[config.mk]
export PLATFORM = sky130hd
export DESIGN_NAME = if_stage
export DESIGN_NICKNAME = d
export VERILOG_FILES = /design/src/rtl/if_stage.sv
export SDC_FILE = /design/constraint.sdc
export NUM_CORES = 1
export LEC_CHECK = 0
export CAP_MARGIN = 20
export CORE_ASPECT_RATIO = 1.5
export CORE_MARGIN = 2
export CORE_UTILIZATION = 32
export DETAILED_ROUTE_END_ITERATION = 7
export MAX_ROUTING_LAYER = met4
export PLACE_DENSITY = 0.55
export SLEW_MARGIN = 20
export SYNTH_ARGS = -nofsm -noshare
export SYNTH_HDL_FRONTEND = slang
export SYNTH_SLANG_ARGS = --single-unit
[constraint.sdc]
create_clock -name clk -period 7.5 [get_ports clk]
set_input_delay 1.5 -clock clk [delete_from_list [all_inputs] [get_ports clk]]
set_output_delay 1.5 -clock clk [all_outputs]
set_load 0.02 [all_outputs]
[src/rtl/if_stage.sv]
// if_stage: PC, request/ack instruction-memory port and IF/ID pipeline register.
// Build option: define IF_FLUSH_ON_REDIRECT_EN to squash on redirect (default: one delay slot).
module if_stage #(
  parameter logic [31:0] RESET_PC  = 32'h0000_0000,
  parameter logic [31:0] NOP_INSTR = 32'h0000_0000
) (
  input  logic        clk,
  input  logic        reset,
  input  logic        stall_in,
  input  logic        redirect_valid,
  input  logic [31:0] redirect_pc,
  output logic        imem_req,
  output logic [31:0] imem_addr,
  input  logic [31:0] imem_rdata,
  input  logic        imem_ack,
  output logic [31:0] instruction_out,
  output logic [31:0] pc_plus4_out,
  output logic        valid_out
);
  typedef enum logic [1:0] {IDLE, REQ, HELD, DRAIN} state_t;

  state_t      state;
  logic [31:0] pc;
  logic [31:0] hold_buf;
  logic [31:0] target;
  logic        pending;
  logic [31:0] pc_inc;
  logic [31:0] redir_pc;
  logic [31:0] next_target;

  assign pc_inc      = pc + 32'd4;
  assign redir_pc    = redirect_pc & ~32'd3;
  assign next_target = redirect_valid ? redir_pc : target;
  assign imem_addr   = pc;

  always_ff @(posedge clk or posedge reset) begin
    if (reset) begin
      state           <= IDLE;
      pc              <= RESET_PC & ~32'd3;
      hold_buf        <= '0;
      target          <= '0;
      pending         <= 1'b0;
      imem_req        <= 1'b0;
      instruction_out <= NOP_INSTR;
      pc_plus4_out    <= '0;
      valid_out       <= 1'b0;
    end else begin
      case (state)
        IDLE: begin
          state    <= REQ;
          imem_req <= 1'b1;
          if (redirect_valid) pc <= redir_pc;
        end

        REQ: begin
`ifdef IF_FLUSH_ON_REDIRECT_EN
          if (redirect_valid) begin
            instruction_out <= NOP_INSTR;
            valid_out       <= 1'b0;
            if (imem_ack) begin
              pc <= redir_pc;
            end else begin
              target  <= redir_pc;
              pending <= 1'b1;
              state   <= DRAIN;
            end
          end else
`endif
          if (imem_ack) begin
            if (stall_in) begin
              hold_buf <= imem_rdata;
              imem_req <= 1'b0;
              state    <= HELD;
              if (redirect_valid) begin
                target  <= redir_pc;
                pending <= 1'b1;
              end
            end else begin
              instruction_out <= imem_rdata;
              pc_plus4_out    <= pc_inc;
              valid_out       <= 1'b1;
              pc              <= redirect_valid ? redir_pc : pc_inc;
            end
          end else begin
            if (redirect_valid) begin
              target  <= redir_pc;
              pending <= 1'b1;
              state   <= DRAIN;
            end
            if (!stall_in) begin
              instruction_out <= NOP_INSTR;
              valid_out       <= 1'b0;
            end
          end
        end

        DRAIN: begin
          if (redirect_valid) target <= redir_pc;
`ifdef IF_FLUSH_ON_REDIRECT_EN
          if (redirect_valid || !stall_in) begin
            instruction_out <= NOP_INSTR;
            valid_out       <= 1'b0;
          end
          if (imem_ack) begin
            pc      <= next_target;
            pending <= 1'b0;
            state   <= REQ;
          end
`else
          // A stalled delay-slot word parks in HELD with pending kept, so its PC+4 stays correct.
          if (imem_ack && stall_in) begin
            hold_buf <= imem_rdata;
            imem_req <= 1'b0;
            state    <= HELD;
          end else if (imem_ack) begin
            instruction_out <= imem_rdata;
            pc_plus4_out    <= pc_inc;
            valid_out       <= 1'b1;
            pc              <= next_target;
            pending         <= 1'b0;
            state           <= REQ;
          end else if (!stall_in) begin
            instruction_out <= NOP_INSTR;
            valid_out       <= 1'b0;
          end
`endif
        end

        HELD: begin
`ifdef IF_FLUSH_ON_REDIRECT_EN
          if (redirect_valid) begin
            instruction_out <= NOP_INSTR;
            valid_out       <= 1'b0;
            pc              <= redir_pc;
            pending         <= 1'b0;
            imem_req        <= 1'b1;
            state           <= REQ;
          end else
`else
          if (redirect_valid) begin
            target  <= redir_pc;
            pending <= 1'b1;
          end
`endif
          if (!stall_in) begin
            instruction_out <= hold_buf;
            pc_plus4_out    <= pc_inc;
            valid_out       <= 1'b1;
            pc              <= (pending || redirect_valid) ? next_target : pc_inc;
            pending         <= 1'b0;
            imem_req        <= 1'b1;
            state           <= REQ;
          end
        end

        default: begin
          state    <= IDLE;
          imem_req <= 1'b0;
        end
      endcase
    end
  end
endmodule

==> impl_metrics.yaml <==
synth:
  syn_inst: 767
  avgSynthCellArea_sq_um: 10.2
  async_reset_ff_share_pct: 100
  ys.warnings.count: 0
  yosysSeqAreaShare_pct: 52.7
  synth-seq-cells: 165
  synth.cell_area_sq_um: 7840
  dominantRegCellSynth: "dfrtp_1"
  synth_nets: 837
  synth-edff-count: 0
  synth_cell_types: 54
die:
  die_h_um: 196
  core_area_sq_um: 24300
  die_w_um: 132
  design.die.area_sq_um: 25800
  start_util_pct: 32.3
  ios: 167
  rows: 70
cells_and_area:
  drive_above_1_share_pct: 13.0
  antenna_cells: 0
  instances_no_fill: 1244
  syn_to_final_growth_pct: 32.3
  nets: 978
  fill_cells: 2446
job:
  drv_cap: 0
cts:
  cts_hold_buf: 0
  clock_latency_ns: 0.43
  ctsLongestPathBuffers: 2
  root_buffer: "clkbuf_16"
  cts_resized: 0
  cts_sinks: 165
  clkTransAtPathRegs_ns: 0.07
  post_cts.repair.setup_buffers: 0
  cts_buffers: 17
  cts_tree: "done"
  htreeDepth: 4
pwr:
  p_per_area_nw_per_um2: 290
  seqPwrFrac_pct: 41.7
  power.internal_w: 0.00201
  switching_share_pct: 33.2
  p_clk_share_pct: 28.9
  p_leak_nw: 4.21
  switchingPower_w: 0.000999
  p_comb_share_pct: 29.4
  ir_drop_v: 0.000153
placed_design:
  place_ws_ns: 3.17
  hpwl_mm: 14.8
  dp.cells: 1213
  place_congestion: 0.783
  io_buffers: 164
critical_path:
  cp-start-kind: "primary input"
  cp_data_arrival_time_ns: 4.20
  critPathCaptureType: "flip-flop"
  path_class: "primary input to flip-flop"
  path_cells: "clkdlybuf4s50_1 -> a22o_1 -> nand2_1 -> o311ai_0"
  cp.required_ns: 7.81
  critPathMaxFanout: 23
  cpMaxStageDelayCell: "clkdlybuf4s50_1"
  critPathMaxStageDelay_ns: 1.09
detailed_routing:
  drc: 0
  dr.pass1.iters: 7
  drt-initial-drc-count: 323
  vias: 6320
  via_per_inst: 5.08
  drt-total-wl_mm: 22.3
  wl_per_cell_um: 17.9
  ant_nets: 0
timing:
  fmax_mhz: 257
  hold_violations: 0
  slew_viol_final: 0
  relSlewSlack_pct: 33.0
  rsz0062_at_grt: "no"
  setup_tns_ns: 0
  fin_skew_ns: 0.00968
  period_share_pct: 51.9
  tightestPinTransition_ns: 1.00
  setup_violations: 0
  setup_ws_ns: 3.61
  min_period_ns: 3.89
global_route:
  grt_pass1_vias: 6279
  antenna_found_initial: 0
  grt.total_usage_pct: 18.1
  grt_pass1_wl_mm: 35.3
  overflow: 0
  grt_start_max_net_pins: 105
hold_path:
  holdCritPathClass: "flip-flop to flip-flop"
status:
  outcome: "completed"
## cells by family (layout without fill, tap and decap cells)
| group | count (synthesis) | in the layout | share of synthesized area, % |
|---|---|---|---|
| DFF | 165 | 165 | 52.7 |
| adders and majority gates | 1 | 1 | 0.160 |
| muxes | 63 | 63 | 9.05 |
| and+or+nand+nor | 210 | 210 | 13.6 |
| xor gates and xnor gates | 28 | 28 | 3.13 |
| buffers and inverters | 71 | 224 | 3.57 |
| AOI/OAI and AO/OA | 229 | 229 | 17.8 |
## per-layer routing
metal | wire (um) | part of all wire (%) | vias to the layer above | track usage [%]
met2 | 11800 | 53 | 162 | 31.7
met3 | 841 | 3.8 | 22 | 3.54
met1 | 9210 | 41 | 3080 | 20.9
li1 | - | - | 3056 | -
met5 | 0 | 0 | - | -
met4 | 439 | 2.0 | 0 | 5.72
## final cells by class
cell class	instances	area (sq um)	area share [%]
multi-input combinational	531	3470	33.5
timing repair buffer	175	1720	16.6
tap	324	405	3.91
inverter	18	72.6	0.700
sequential	165	4130	39.8
clock buffer	23	468	4.51
clock inverter	8	101	0.977
## registers in the layout, summed over array words and instances (netlist names), named ones only
signal / count
pending: 1
state: 2
imem_req: 1
instruction_out: 32
hold_buf: 32
imem_addr: 32
target: 32
pc_plus4_out: 32
## placed cells by master, fill, tap and decap left out, drive strengths merged, types with 4 or more instances in the layout
cell type	instances
nand4	13
o22ai	9
dfrtp	165
mux2	63
buf	11
a222oi	4
clkdlybuf4s50	164
xor2	10
o31a	10
nand3	16
a221oi	8
a22oi	11
a221o	5
o21a	4
and3	35
nor3	13
clkbuf	23
inv	17
o311ai	5
nor2	21
clkinv	4
nand2	96
xnor2	18
a21oi	56
o21ai	95
nor4	4
## through the flow
stage	hold slack (ns)	util [%]	power (W)	instance area, sq um
6_report	0.476	42.8	0.00301	10400
5_1_grt	0.510	42.8	0.00317	10400
3_3_place_gp	0.461	40.4	0.00215	9800
3_5_place_dp	0.466	40.4	0.00217	9800
4_1_cts	0.482	42.7	0.00305	10400
2_1_floorplan	0.462	-	0.00173	7840
## power groups by stage
stage	logic [W]	clock network, W	registers, W
after floorplan	0.000354	0	0.00138
after global placement	0.000889	0	0.00127
after detailed placement	0.000898	0	0.00127
after CTS	0.000899	0.000896	0.00125
after global routing	0.000959	0.000927	0.00128
final	0.000885	0.000868	0.00125
## cells in the mapped netlist (9+ instances only)
cell,n,area (sq um)
a21oi_1,56,280
a22oi_1,10,75.1
and3_1,35,219
clkbuf_1,44,165
dfrtp_1,165,4130
inv_1,17,63.8
mux2_2,63,709
nand2_1,95,357
nand3_1,16,80.1
nand4_1,10,62.6
nor2_1,21,78.8
nor3_1,13,65.1
o21ai_0,95,475
o22ai_1,9,56.3
o31a_1,10,87.6
xnor2_1,18,158
xor2_1,10,87.6
## worst max-delay path, delay by kind of cell
family | cells | cell delay (ns)
AND/OR/NAND/NOR | 1 | 0.32
buffers and inverters | 1 | 1.09
AO/OA/AOI/OAI | 2 | 1.26
## final timing paths
| kind | startpoint | to | cells past startpoint | slack [ns] |
|---|---|---|---|---|
| max | redirect_valid | imem_addr[31] | 4 | 3.61 |
| min | pc_plus4_out[14] | pc_plus4_out[14] | 2 | 0.48 |
| max reg2reg | state[0] | imem_addr[31] | 4 | 4.41 |
| min reg2reg | pc_plus4_out[14] | pc_plus4_out[14] | 2 | 0.48 |
| max in group asynchronous | reset | target[0] | 3 | 4.40 |
| min in group asynchronous | reset | pc_plus4_out[1] | 2 | 1.68 |
(Power assumes the default switching activity.)
